## src/rtl/fp_mul_seq.sv

```systemverilog
// -----------------------------------------------------------------------------
// fp_mul_seq : sequential IEEE-754 style floating-point multiplier
//
// Multiplies two {sign, exponent, mantissa} operands with an iterative
// shift-add mantissa datapath. The unit processes one operation at a time.
// Subnormal inputs are flushed to zero, and no subnormal results are produced.
//
// Parameters
//   EXP_W : exponent field width
//   MAN_W : stored mantissa width, hidden bit excluded, MAN_W >= 2
//
// Ports
//   clk       : rising-edge clock
//   rst_n     : synchronous active-low reset
//   in_valid  : operands present
//   in_ready  : unit idle and able to take operands
//   in1, in2  : operands, W = 1+EXP_W+MAN_W bits
//   out_valid : result present, held until out_ready
//   out_ready : consumer accepts result
//   result    : product
//
// Build option
//   FPMUL_RNE_EN : when defined, round to nearest even.
//                  When undefined, truncate (round toward zero).
//                  Latency is the same in both builds.
// -----------------------------------------------------------------------------
module fp_mul_seq #(
  parameter  int EXP_W = 8,
  parameter  int MAN_W = 23,
  localparam int W     = 1 + EXP_W + MAN_W
) (
  input  logic         clk,
  input  logic         rst_n,
  input  logic         in_valid,
  output logic         in_ready,
  input  logic [W-1:0] in1,
  input  logic [W-1:0] in2,
  output logic         out_valid,
  input  logic         out_ready,
  output logic [W-1:0] result
);

  localparam int N   = MAN_W + 1;          // mantissa width with hidden bit
  localparam int PW  = 2 * N;              // product register width
  localparam int EW  = EXP_W + 2;          // signed working exponent width
  localparam int CW  = $clog2(MAN_W + 1);  // iteration counter width

  localparam int BIAS_I = (1 << (EXP_W - 1)) - 1;
  localparam int EMAX_I = (1 << EXP_W) - 1;

  localparam logic signed [EW-1:0] BIAS_E = EW'(BIAS_I);
  localparam logic signed [EW-1:0] EMAX_E = EW'(EMAX_I);
  localparam logic signed [EW-1:0] ONE_E  = EW'(1);
  localparam logic signed [EW-1:0] ZERO_E = EW'(0);

  localparam logic [EXP_W-1:0] EXP_ONES = '1;
  localparam logic [EXP_W-1:0] EXP_ZERO = '0;
  localparam logic [MAN_W-1:0] MAN_ZERO = '0;
  localparam logic [W-1:0]     QNAN     = {1'b0, EXP_ONES, 1'b1, {(MAN_W-1){1'b0}}};

  // LOAD sits between IDLE and MUL, and classifies the captured operands.
  typedef enum logic [2:0] {
    S_IDLE = 3'd0,
    S_LOAD = 3'd1,
    S_MUL  = 3'd2,
    S_NORM = 3'd3,
    S_DONE = 3'd4
  } state_t;

  state_t                 state_q, state_d;
  logic [W-1:0]           a_q, a_d, b_q, b_d;
  logic                   sign_q, sign_d;
  logic signed [EW-1:0]   exp_q, exp_d;
  logic [N-1:0]           mcand_q, mcand_d;
  logic [PW-1:0]          prod_q, prod_d;
  logic [CW-1:0]          cnt_q, cnt_d;
  logic [W-1:0]           result_q, result_d;
  logic                   out_valid_q, out_valid_d;
  logic                   in_ready_q, in_ready_d;

  logic [EXP_W-1:0] a_exp_s, b_exp_s;
  logic [MAN_W-1:0] a_man_s, b_man_s;
  logic             a_zero_s, b_zero_s, a_inf_s, b_inf_s, a_nan_s, b_nan_s;
  logic [N:0]       psum_s;

  logic                 top_s;
  logic [MAN_W-1:0]     man_s, man_rnd_s;
  logic signed [EW-1:0] exp_n_s, exp_r_s;
  logic [W-1:0]         norm_res_s;
`ifdef FPMUL_RNE_EN
  logic                 guard_s, sticky_s, inc_s;
  logic [MAN_W:0]       man_sum_s;
`endif

  assign a_exp_s  = a_q[W-2:MAN_W];
  assign b_exp_s  = b_q[W-2:MAN_W];
  assign a_man_s  = a_q[MAN_W-1:0];
  assign b_man_s  = b_q[MAN_W-1:0];
  assign a_zero_s = (a_exp_s == EXP_ZERO);
  assign b_zero_s = (b_exp_s == EXP_ZERO);
  assign a_inf_s  = (a_exp_s == EXP_ONES) && (a_man_s == MAN_ZERO);
  assign b_inf_s  = (b_exp_s == EXP_ONES) && (b_man_s == MAN_ZERO);
  assign a_nan_s  = (a_exp_s == EXP_ONES) && (a_man_s != MAN_ZERO);
  assign b_nan_s  = (b_exp_s == EXP_ONES) && (b_man_s != MAN_ZERO);

  // Shift-add step: the multiplier occupies the low half of prod_q and is
  // consumed LSB first while partial sums accumulate into the upper half.
  assign psum_s = {1'b0, prod_q[PW-1:N]} + {1'b0, (prod_q[0] ? mcand_q : {N{1'b0}})};

  // Normalise, round and range-check the finished product.
  always_comb begin
    // The product of two [1,2) mantissas lies in [1,4), so the leading one
    // is at bit PW-1 or at bit PW-2.
    top_s   = prod_q[PW-1];
    man_s   = top_s ? prod_q[PW-2:N] : prod_q[PW-3:N-1];
    exp_n_s = exp_q + (top_s ? ONE_E : ZERO_E);
`ifdef FPMUL_RNE_EN
    guard_s   = top_s ? prod_q[N-1] : prod_q[N-2];
    sticky_s  = top_s ? (|prod_q[N-2:0]) : (|prod_q[N-3:0]);
    inc_s     = guard_s & (sticky_s | man_s[0]);
    man_sum_s = {1'b0, man_s} + {{MAN_W{1'b0}}, inc_s};
    // A carry out means the mantissa was all ones. The fraction is then
    // already zero, so only the exponent needs the extra +1.
    man_rnd_s = man_sum_s[MAN_W-1:0];
    exp_r_s   = exp_n_s + (man_sum_s[MAN_W] ? ONE_E : ZERO_E);
`else
    man_rnd_s = man_s;
    exp_r_s   = exp_n_s;
`endif
    if (exp_r_s >= EMAX_E) begin
      norm_res_s = {sign_q, EXP_ONES, MAN_ZERO};
    end else if (exp_r_s <= ZERO_E) begin
      norm_res_s = {sign_q, EXP_ZERO, MAN_ZERO};
    end else begin
      norm_res_s = {sign_q, exp_r_s[EXP_W-1:0], man_rnd_s};
    end
  end

  // Next-state and datapath update for the control FSM.
  always_comb begin
    state_d     = state_q;
    a_d         = a_q;
    b_d         = b_q;
    sign_d      = sign_q;
    exp_d       = exp_q;
    mcand_d     = mcand_q;
    prod_d      = prod_q;
    cnt_d       = cnt_q;
    result_d    = result_q;
    out_valid_d = out_valid_q;
    in_ready_d  = in_ready_q;
    case (state_q)
      S_IDLE: begin
        if (in_valid && in_ready_q) begin
          a_d        = in1;
          b_d        = in2;
          in_ready_d = 1'b0;
          state_d    = S_LOAD;
        end else begin
          in_ready_d = 1'b1;
        end
      end
      S_LOAD: begin
        sign_d = a_q[W-1] ^ b_q[W-1];
        if (a_nan_s || b_nan_s || (a_inf_s && b_zero_s) || (b_inf_s && a_zero_s)) begin
          result_d    = QNAN;
          out_valid_d = 1'b1;
          state_d     = S_DONE;
        end else if (a_inf_s || b_inf_s) begin
          result_d    = {a_q[W-1] ^ b_q[W-1], EXP_ONES, MAN_ZERO};
          out_valid_d = 1'b1;
          state_d     = S_DONE;
        end else if (a_zero_s || b_zero_s) begin
          result_d    = {a_q[W-1] ^ b_q[W-1], EXP_ZERO, MAN_ZERO};
          out_valid_d = 1'b1;
          state_d     = S_DONE;
        end else begin
          mcand_d = {1'b1, a_man_s};
          prod_d  = {{N{1'b0}}, 1'b1, b_man_s};
          exp_d   = $signed({2'b00, a_exp_s}) + $signed({2'b00, b_exp_s}) - BIAS_E;
          cnt_d   = '0;
          state_d = S_MUL;
        end
      end
      S_MUL: begin
        prod_d = {psum_s, prod_q[N-1:1]};
        if (cnt_q == CW'(MAN_W)) begin
          cnt_d   = '0;
          state_d = S_NORM;
        end else begin
          cnt_d = cnt_q + CW'(1);
        end
      end
      S_NORM: begin
        result_d    = norm_res_s;
        out_valid_d = 1'b1;
        state_d     = S_DONE;
      end
      S_DONE: begin
        if (out_ready) begin
          out_valid_d = 1'b0;
          in_ready_d  = 1'b1;
          state_d     = S_IDLE;
        end else begin
          out_valid_d = 1'b1;
        end
      end
      default: begin
        out_valid_d = 1'b0;
        in_ready_d  = 1'b1;
        state_d     = S_IDLE;
      end
    endcase
  end

  // State and datapath registers, with a synchronous active-low reset that clears everything.
  always_ff @(posedge clk) begin
    if (!rst_n) begin
      state_q     <= S_IDLE;
      a_q         <= '0;
      b_q         <= '0;
      sign_q      <= 1'b0;
      exp_q       <= '0;
      mcand_q     <= '0;
      prod_q      <= '0;
      cnt_q       <= '0;
      result_q    <= '0;
      out_valid_q <= 1'b0;
      in_ready_q  <= 1'b0;
    end else begin
      state_q     <= state_d;
      a_q         <= a_d;
      b_q         <= b_d;
      sign_q      <= sign_d;
      exp_q       <= exp_d;
      mcand_q     <= mcand_d;
      prod_q      <= prod_d;
      cnt_q       <= cnt_d;
      result_q    <= result_d;
      out_valid_q <= out_valid_d;
      in_ready_q  <= in_ready_d;
    end
  end

  assign in_ready  = in_ready_q;
  assign out_valid = out_valid_q;
  assign result    = result_q;

endmodule
```

## config.mk

```make
export PLATFORM = sky130hd
export DESIGN_NAME = fp_mul_seq
export DESIGN_NICKNAME = d
export VERILOG_FILES = /design/src/rtl/fp_mul_seq.sv
export SDC_FILE = /design/constraint.sdc
export NUM_CORES = 1
export LEC_CHECK = 0
export CAP_MARGIN = 15
export CORE_MARGIN = 2
export CORE_UTILIZATION = 55
export DETAILED_ROUTE_END_ITERATION = 8
export HOLD_SLACK_MARGIN = 0.02
export PLACE_DENSITY = 0.78
export SYNTH_ARGS = -nofsm -noshare
export SYNTH_HDL_FRONTEND = slang
export SYNTH_SLANG_ARGS = --single-unit
```

## constraint.sdc

```tcl
create_clock -name clk -period 3.3 [get_ports clk]
set_input_delay 0.66 -clock clk [delete_from_list [all_inputs] [get_ports clk]]
set_output_delay 0.66 -clock clk [all_outputs]
set_load 0.03 [all_outputs]
```

# == Word-level counts from Yosys, hierarchy flattened ==
# Cells that the tools add are included.
# Widths: inputs -> output; s select.
# word_totals
register_bits,189
inputBits,68
output_inout_bits,34
elab_cells,101
# op_classes
n_bitwise,6
n_reduce_logical,30
n_eq_ne,14
n_mux,33
order_cmp,2
addsub,5
# ops
operator,count
$mux 48,3
$mux 32,3
$pmux 48 s2,1
$pmux 32 s2,1
$mux 31,2
$logic_not 23->1,2
$reduce_bool 23->1,2
$add 24x24->25,1
$mux 24,1
$mux 23,1
$mux 5,4
$mux 3,6
$eq 8x8->1 const B,2
$logic_not 8->1,2
$pmux 3 s5,1
$ne 2x2->1 const B,6
$add 10x2->10,1
$ge 10x9->1 const B,1
$le 10x1->1 const B,1
$pmux 5 s2,1
$sub 9x7->10 const B,1
$add 8x8->9,1
$reduce_and 2->1,4
$reduce_and 4->1,2
other kinds (18),40

# == Logic depth before layout (Yosys ltp) ==
# depth
word_depth,7
depth_mapped,12
ltp_nobuf,12

# == Least setup slack after synthesis ==
# Ideal clock, no wire load.
# synth_path
path_type,register to register
startpoint,register prod_q[0]
endpoint,register prod_q[44]
arrival_time_ns,2.543
path_slack_ns,0.629
period_less_slack_ns,2.671
required_time_ns,3.172
path_stages_with_launch,12
path_buffers,1
setup_time_ns,0.128
path_cell_list,dfxtp_1 > clkbuf_1 > nand2_1 > inv_1 > ha_1 > a211oi_1 > o21ai_0 > o2111a_1 > o41ai_1 > o21ai_0 > xnor2_1 > o21ai_0
# synth_between
elab_chain_cells,3
# synth_lines
item,line_no,rtl
"start, declared",75,"logic [PW-1:0] prod_q, prod_d;"
"start signal, assigned",237,prod_q <= prod_d;
$mux 24,108,"assign psum_s = {1'b0, prod_q[PW-1:N]} + {1'b0, (prod_q[0] ? mcand_q : {N{1'b0}})};"
$add 24x24->25,108,
$pmux 48 s2,152,case (state_q)
# Every way passes these cells.
# A chain may end at the register's enable or synchronous reset.

# == Worst setup path after layout ==
# Ends and elaborated chain as after synthesis.

==> metrics.cfg <==
[grt]
gr-total-overflow=0
grt_use_total=0.2466
grt_max_degree=87
antenna_found_initial=0
grt_pass1_vias=7564
grt_pass1_wl_mm=36.20

[worst_setup_path]
crit_slowest_cell=dfxtp_1
path_cells=nand2_1 -> inv_1 -> ha_1 -> a211oi_1 -> o21ai_0 -> o2111a_1 -> o41ai_1 -> buf_4 -> o21ai_0 -> xnor2_1 -> o21ai_0
critical_path_class=flop to flop
arrival_ps=3180
start_kind=flop
max_stage_delay_ps=510
cp_common_cell=o21ai_0
end_kind=flop
critPathMaxFanout=15
critPathRequiredTime_ps=3660

[finish]
post-route-util=0.6678
final_layout_size_suffix_gt1_frac=0.04629
final_cell_area_mm2=0.01104
area_growth_pct=18.71
nets=1352
diodes=0

[timing]
fmax_mhz=354.8
drv_slew=0
max_slew_margin=0.3929
grt_setup_unrepaired=false
worst-slew-pin-transition_ps=907.4
setup_viol_count_final=0
fin_skew_ps=8.661
fin_crit_sh=0.8540
period_needed_ps=2818
fin_tns_setup_ps=0
hold_viol=0

[clocking]
htreeDepth=4
cts_tree=yes
holdBufCountCts=0
post-cts-setup-buffers=0
cts_resized=0
cts_buffers=17
clock_latency_ps=440
cts_root_buf=clkbuf_16
clk_pin_slew_ps=70
clock_sinks=189
cts.path.max_buffers=2

[synth]
synth_seq_cells=189
avgSynthCellArea_um2=7.865
synth-async-reset-ratio=0
ys_seq_area_frac=0.4070
ys_types=58
synth_edf_count=0
ys_warn_count=0
synth_area_mm2=0.009296
synth_flop_cell=dfxtp_1
netlist_instances=1182
synth.net_count=1294

[floorplanning]
fp.coreArea_mm2=0.01652
pin_count=102
rows=47
die_y_um=134.0
die_w_um=134.0
die_area_mm2=0.01796
start_util=0.5626

[drt]
met2WireLength_mm=9.954
dr.pass1.iters=6
postRouteAntennaNets=0
met3WireLength_mm=1.087
post_drt_via_cell_ratio=5.599
drc_errors=0
top_layer=met4
vias=8247
wl_met1_mm=10.53
routed_wl_mm=21.80
wl_per_cell_um=14.80
first_iter_violations=709

[pwr]
ir_worst_vdd_uv=393.8
p_per_area_mw_per_mm2=510.3
p_leak_nw=4.097

[placement]
place_area_mm2=0.01043
place.gp.congestion=0.9173
dp_hpwl_mm=15.23
portBuffers=101

[min_path]
hold_class=flop to flop

[flow_run]
maxCapViolCount=0

[outcome]
status=finished clean

-- cell usage in the layout (no fill, tap or decap), types with 6 or more instances in the layout --
| cell | Yosys | layout |
|---|---|---|
| nand2_1 | 281 | 280 |
| dfxtp_1 | 189 | 189 |
| a21oi_1 | 144 | 144 |
| clkdlybuf4s50_1 | 0 | 101 |
| nor2_1 | 91 | 90 |
| o21ai_0 | 45 | 45 |
| ha_1 | 42 | 42 |
| and2_1 | 25 | 25 |
| nand3_1 | 26 | 25 |
| a311oi_1 | 25 | 25 |
| mux2i_1 | 25 | 25 |
| xnor2_1 | 23 | 23 |
| a2bb2oi_1 | 22 | 22 |
| clkbuf_16 | 0 | 17 |
| nor3_1 | 16 | 16 |
| nand2b_1 | 16 | 16 |
| inv_1 | 16 | 15 |
| nor4_1 | 14 | 14 |
| buf_4 | 1 | 12 |
| nand4_1 | 11 | 11 |
| xor2_1 | 9 | 9 |
| a21o_1 | 9 | 9 |
| a31oi_1 | 7 | 7 |
| a211oi_1 | 6 | 6 |
-- cell usage after synthesis, drive strengths merged (2+ instances only) --
library cell	n	area [µm²]
o211ai	4	30.03
a2bb2oi	22	192.7
o41ai	4	35.03
a311oi	25	219.0
dfxtp	189	3784
or3	3	18.77
nand3	26	130.1
a31oi	7	43.79
xnor2	24	217.7
nand4b	2	17.52
nand2	281	1055
clkbuf	60	225.2
mux2i	25	250.2
buf	17	95.09
o21bai	5	37.54
fa	2	40.04
a211oi	6	45.04
nand4	12	90.09
nor2	91	341.6
xor2	9	78.83
a32oi	2	17.52
inv	16	60.06
nand2b	16	100.1
and2	25	156.4
nor4	14	87.58
nor2b	5	31.28
a21o	9	67.56
a21oi	144	720.7
ha	42	525.5
o21a	4	30.03
nor3b	2	15.01
a211o	2	17.52
o21ai	45	225.2
or2	3	18.77
nor3	16	80.08
and3	7	45.05
o221a	2	22.52
-- path summary, 6_finish.rpt --
| check | to | slack, ps | cells after the start | startpoint |
|---|---|---|---|---|
| setup / recovery | prod_q[44]$_SDFFE_PN0P_ | 480 | 11 | prod_q[0]$_SDFFE_PN0P_ |
| hold / removal | mcand_q[20]$_SDFFE_PN0P_ | 450 | 2 | mcand_q[20]$_SDFFE_PN0P_ |
| setup reg to reg | prod_q[44]$_SDFFE_PN0P_ | 480 | 11 | prod_q[0]$_SDFFE_PN0P_ |
| hold reg to reg | mcand_q[20]$_SDFFE_PN0P_ | 450 | 2 | mcand_q[20]$_SDFFE_PN0P_ |
-- per-stage QoR --
stage	setup WS [ps]	power (mW)	hold WS, ps	instances
floorplan	628.7	3.210	431.7	1182
global placement	629.3	3.535	440.6	1441
detailed placement	533.4	3.547	444.0	1441
CTS	496.7	5.635	455.1	1473
global route	208.7	5.865	481.6	1473
finish	481.9	5.632	454.8	1473
-- cells by family after synthesis --
group	count (synthesis)	synth area share
muxes	26	0.02813
DFF	189	0.4070
AOI/OAI and AO/OA	290	0.1919
and+or+nand+nor	507	0.2393
buffers and inverters	93	0.04092
xor gates and xnor gates	33	0.03190
adders and majority gates	44	0.06083
-- power by group --
part / switching [mW] / internal [mW]
clock network: 0.905 / 1.22
registers: 0.130 / 2.43
logic: 0.573 / 0.371
total: 1.61 / 4.02
-- area by class of cell --
cell class	count	area [µm²]
fill	1393	5489
multi-input combinational	900	5149
sequential	189	3784
timing repair buffer	116	1161
clock buffer	20	446.7
tap	220	275.3
clock inverter	12	157.7
inverter	16	62.56
-- state kept, by name, indices dropped and copies added, names as in the netlist --
register and cells:
mcand_q 24, state_q 3, sign_q 1, result 32
b_q 32, prod_q 48, exp_q 10, in_ready 1
out_valid 1, cnt_q 5, a_q 32
-- per-layer routing --
metal | vias to the layer above | global-route usage
li1 | 4223 | -
met1 | 3798 | 0.3457
met2 | 204 | 0.3915
met3 | 22 | 0.04271
met4 | 0 | 0.07368
met5 | - | 0
-- critical path, delay by kind of cell (launching register included) --
| family | cells | cell delay, ps |
|---|---|---|
| flip-flops | 1 | 510 |
| XOR/XNOR | 1 | 130 |
| adder cells (fa/ha/maj) | 1 | 230 |
| buffers and inverters | 2 | 280 |
| AO/OA/AOI/OAI | 6 | 1430 |
| AND/OR/NAND/NOR | 1 | 160 |
Power figures use the tool's default switching activity.
